### src/rtl/config_frame_loader.sv
// Frame loader: stages NUM_WORDS config words plus an XOR checksum, commits them atomically to the live bus.
// Latency: the live bus updates one edge after checksum accept; readback is 1 cycle; backpressure is io_d_ready, high only in LOAD/CHECK.
module config_frame_loader #(
   parameter  int WORD_W    = 32,
   parameter  int NUM_WORDS = 45,
   localparam int CNT_W     = $clog2(NUM_WORDS + 1)
) (
   input  logic                        clk,
   input  logic                        reset,
   input  logic                        io_start,
   input  logic                        io_abort,
   input  logic [WORD_W-1:0]           io_d_in,
   input  logic                        io_d_valid,
   output logic                        io_d_ready,
   output logic                        io_busy,
   output logic                        io_done,
   output logic                        io_err,
   input  logic [CNT_W-1:0]            io_rd_addr,
   output logic [WORD_W-1:0]           io_rd_data,
   output logic [WORD_W*NUM_WORDS-1:0] io_configs_out
);

   typedef enum logic [1:0] {IDLE, LOAD, CHECK, APPLY} state_t;

   state_t             state_q, state_d;
   logic [CNT_W-1:0]   cnt_q, cnt_d;
   logic [WORD_W-1:0]  csum_q, csum_d;
   logic               err_q, err_d;
   logic               done_q;
   logic [WORD_W-1:0]  rd_q;
   logic [WORD_W-1:0]  shadow_q [NUM_WORDS];
   logic [WORD_W-1:0]  live_q   [NUM_WORDS];
   logic               accept;
   logic               shadow_we;
   logic               commit;

   assign io_d_ready = (state_q == LOAD) || (state_q == CHECK);
   assign io_busy    = (state_q != IDLE);
   assign io_done    = done_q;
   assign io_err     = err_q;
   assign io_rd_data = rd_q;
   // Abort drops any word offered in the same cycle.
   assign accept     = io_d_valid && io_d_ready && !io_abort;

   always_comb begin
      state_d   = state_q;
      cnt_d     = cnt_q;
      csum_d    = csum_q;
      err_d     = err_q;
      shadow_we = 1'b0;
      commit    = 1'b0;
      if (io_abort) begin
         state_d = IDLE;
      end else begin
         case (state_q)
            IDLE: begin
               if (io_start) begin
                  state_d = LOAD;
                  cnt_d   = '0;
                  csum_d  = '0;
                  err_d   = 1'b0;
               end
            end
            LOAD: begin
               if (accept) begin
                  shadow_we = 1'b1;
                  csum_d    = csum_q ^ io_d_in;
                  cnt_d     = cnt_q + CNT_W'(1);
                  if (cnt_q == CNT_W'(NUM_WORDS - 1)) state_d = CHECK;
               end
            end
            CHECK: begin
               if (accept) begin
                  if (io_d_in == csum_q) begin
                     state_d = APPLY;
                  end else begin
                     err_d   = 1'b1;
                     state_d = IDLE;
                  end
               end
            end
            APPLY: begin
               commit  = 1'b1;
               state_d = IDLE;
            end
            default: state_d = IDLE;
         endcase
      end
   end

   always_ff @(posedge clk) begin
      if (reset) begin
         state_q <= IDLE;
         cnt_q   <= '0;
         csum_q  <= '0;
         err_q   <= 1'b0;
         done_q  <= 1'b0;
         rd_q    <= '0;
         for (int i = 0; i < NUM_WORDS; i++) begin
            shadow_q[i] <= '0;
            live_q[i]   <= '0;
         end
      end else begin
         state_q <= state_d;
         cnt_q   <= cnt_d;
         csum_q  <= csum_d;
         err_q   <= err_d;
         done_q  <= commit;
         if (shadow_we) shadow_q[cnt_q] <= io_d_in;
         if (commit) begin
            for (int i = 0; i < NUM_WORDS; i++) live_q[i] <= shadow_q[i];
         end
         // Reads the pre-commit live word when it coincides with the commit edge.
         if (io_rd_addr < CNT_W'(NUM_WORDS)) rd_q <= live_q[io_rd_addr];
         else                                 rd_q <= '0;
      end
   end

   always_comb begin
      io_configs_out = '0;
      for (int i = 0; i < NUM_WORDS; i++) io_configs_out[WORD_W*i +: WORD_W] = live_q[i];
   end

endmodule

### config.mk
export PLATFORM = sky130hd
export DESIGN_NAME = config_frame_loader
export DESIGN_NICKNAME = d
export VERILOG_FILES = /design/src/rtl/config_frame_loader.sv
export SDC_FILE = /design/constraint.sdc
export NUM_CORES = 2
export LEC_CHECK = 0
export ABC_AREA = 1
export BUFFER_PORTS_ARGS = -buffer_cell sky130_fd_sc_hd__buf_2
export CELL_PAD_IN_SITES_DETAIL_PLACEMENT = 2
export CELL_PAD_IN_SITES_GLOBAL_PLACEMENT = 2
export CORE_AREA = 2 2 599 601
export CTS_CLUSTER_SIZE = 40
export DETAILED_ROUTE_END_ITERATION = 16
export DIE_AREA = 0 0 601 603
export GPL_TIMING_DRIVEN = 0
export HOLD_SLACK_MARGIN = 0.1
export PLACE_DENSITY = 0.84
export SYNTH_ARGS = -nofsm -noshare
export SYNTH_HDL_FRONTEND = slang
export SYNTH_SLANG_ARGS = --single-unit
### constraint.sdc
create_clock -name clk -period 112.2 [get_ports clk]
set_input_delay 28.05 -clock clk [delete_from_list [all_inputs] [get_ports clk]]
set_output_delay 28.05 -clock clk [all_outputs]
set_load 0.05 [all_outputs]
==> flow_summary_export.csv <==
group,metric,value,unit
outcome,violations,"max-capacitance violations, max-slew violations",
routing,dr.first_iter.drc_count,19880,
pwr,p_per_area,18.53,nW/um^2
clock_tree,clock_sinks,2954,
grt,grt.overflow.total,0,
final_layout,fin_util,41.82,%
yosys,syn_area,121800,sq um
clock_tree,cts_tree,"yes",
clock_tree,cts-hold-fix-buffers,0,
yosys,synthMuxAreaShare,0,%
routing,drc,0,
worst_setup_path,startpoint_type,"input pin",
clock_tree,htreeDepth,5,
routing,viasPerCell,6.043,
final_layout,layout_common_cells,"4,071 x nor2_1, 2,880 x edfxtp_1, 1,581 x buf_2",
grt,antenna_found_initial,147,
routing,drtPass1Iterations,8,
yosys,synth_fa_ha_area_share,0.07192,%
worst_setup_path,critPathKind,"input pin to register",
yosys,synth_top_cells_by_area,"edfxtp_1 71%, nor2_1 13%, inv_1 4.8%",
placement,post_dp_cell_area,137700,sq um
worst_setup_path,slowest_stage,"clkbuf_1",
worst_setup_path,critPathBufInv,3,
pwr,leakage,61.66,nW
floorplanning,fp.dieW,601,um
flow_run,maxCapViolCount,22,
outcome,run_status,"finished, violations left",
placement,dp_hpwl,631100,um
floorplanning,core_area,355400,sq um
worst_setup_path,crit_family,"buffers and inverters",
yosys,yosysSeqAreaShare,72.23,%
timing,setup_tns,0,ps
clock_tree,postCtsSetupRepairBufs,0,
clock_tree,ctsResizeCount,0,
placement,place.port_buffers,1512,
grt,grt_pass1_vias,110500,
clock_tree,clkTransAtPathRegs,60,ps
clock_tree,cts_root_buf,"clkbuf_16",
timing,tightest_slew,1669,ps
final_layout,multiInputGateArea,25160,sq um
final_layout,final_common_cell,"nor2_1",
final_layout,fin_area,148600,sq um
grt,grt_max_degree,71,
floorplanning,num_rows,219,
yosys,synth_top_area_share,71.02,%
clock_tree,insertion_delay,1050,ps
yosys,syn_area_per_cell,10.80,sq um
floorplanning,design.die.area,362400,sq um
worst_setup_path,worstPathCellList,"clkbuf_1 > clkbuf_2 > clkbuf_1 > o21ai_0 > o211ai_1 > nand3_1 > nand2_1 > nand2_1 > a21oi_1",
timing,slew_headroom,-11.26,%
clock_tree,numCtsBuffers,338,
worst_setup_path,max_stage_delay,1220,ps
grt,grt_pass1_wl,1083000,um
worst_setup_path,cp_data_arrival_time,34160,ps
worst_setup_path,crit_fanout,11,
timing,finalHoldViolCount,0,
yosys,syn-num-nets,11320,
grt,grt_use_total,45.47,%
timing,final_max_slew_viol_count,219,
final_layout,nFillCells,37320,
routing,ant_nets,0,
pwr,ir_drop,12.23,uV
final_layout,final-seq-area,87960,sq um
yosys,synth-simple-area-share,15.27,%
yosys,synth.largest_area_cell,"edfxtp_1",
timing,setup_viol,0,
floorplanning,die_y,603,um
clock_tree,cts_buffer_depth,4,
floorplanning,initial_core_util,34.27,%
routing,wl,848000,um
timing,fmax,30.04,MHz
timing,period_minus_slack,33280,ps
routing,wl_per_cell,46.25,um
yosys,yosysWarningCount,0,
placement,gp_congestion,0.9997,
final_layout,drive_gt1_share,17.35,%
worst_setup_path,cp.required,113070,ps
yosys,synth_xor_area_share,0.08630,%
timing,rsz0062_at_grt,"false",
yosys,syn_inst,11270,
worst_setup_path,endpoint_kind,"register",
timing,fin_skew,89.46,ps
yosys,ys_seq_elements,2954,
timing,post-route-period-util,29.67,%
hold_path,hold_class,"register to register",
routing,vias,110800,
yosys,synth_compound_area_share,5.078,%
pwr,power,2.754,mW
yosys,ys_types,30,
final_layout,area_delta_synth_final,22.04,%
final_layout,nets,13270,
yosys,synth_top_family_by_area,"simple AND/OR/NAND/NOR gates",
floorplanning,io_pins,1519,
-- through the flow --
stage	instances	hold slack, ps	worst slack [ps]
after global placement	17540	464.0	23150
after detailed placement	17630	475.3	78460
after global routing	18250	506.4	79420
after CTS	18230	490.1	79360
final	18340	492.7	78920
after floorplan	11270	451.1	50640
-- final cells by class --
| class | instances | share of cell area (%) |
|---|---|---|
| multi-input cells | 5988 | 16.93 |
| clock buffers | 439 | 6.101 |
| clock inverters | 163 | 1.029 |
| well taps | 4751 | 4.000 |
| repair buffers | 1609 | 6.542 |
| inverters | 1584 | 4.001 |
| plain buffers | 747 | 2.043 |
| flip-flops and latches | 2954 | 59.19 |
| diodes | 100 | 0.1684 |
-- worst paths after layout --
check | from | end | slack [ps] | cells past startpoint
setup / recovery | io_rd_addr[1] | io_rd_data[7] | 78920 | 9
hold / removal | csum_q[26] | csum_q[26] | 490 | 2
setup reg to reg | state_q[0] | shadow_q[21][24] | 107340 | 11
hold reg to reg | csum_q[26] | csum_q[26] | 490 | 2
-- power by group --
group	internal [mW]	leakage, nW	switching (mW)	total, mW
registers	1.25	30.3	0.0424	1.29
clock network	0.615	5.15	0.519	1.13
logic	0.0472	26.2	0.281	0.328
total	1.91	61.7	0.842	2.75
-- synthesized netlist by cell type (all sizes together) --
library cell and instances:
nor2 4072, edfxtp 2880, inv 1582, o21ai 689
clkbuf 645, nand2 631, o211ai 216, nand3 141
a21oi 116, buf 102, dfxtp 74, o22ai 32
a211oi 24, a31oi 18, nand4 10, nor4 8
xor2 8, ha 7, nor3 7, o211a 4
xnor2 4, clkinv 2, nor3b 1
-- registers in the layout, indices dropped and copies added, names as in the netlist --
signal and flops:
cnt_q 6, csum_q 32, io_done 1, io_err 1, io_rd_data 32, live_q 1440, shadow_q 1440, state_q 2
-- worst min-delay path, stage by stage (launching register included) --
cell and delay, ps:
dfxtp_1 320, nand2_1 70, a21oi_1 60
-- logic make-up (layout without fill, tap and decap cells) --
group	count (synthesis)	after routing
flip-flops	2954	2954
AND/OR/NAND/NOR	4870	4870
other	0	100
adder cells (fa/ha/maj)	7	7
XOR/XNOR	12	12
buffers and inverters	2331	4542
AO/OA/AOI/OAI	1099	1099
-- routing by layer --
metal / part of all wire [%] / vias up / track usage, %
met4: 13 / 50 / 48.84
met5: 0.038 / - / 0
met3: 13 / 3245 / 15.26
li1: - / 40510 / -
met2: 42 / 10520 / 66.16
met1: 32 / 56480 / 50.24
Note: power is estimated with default switching activity, not from simulation.
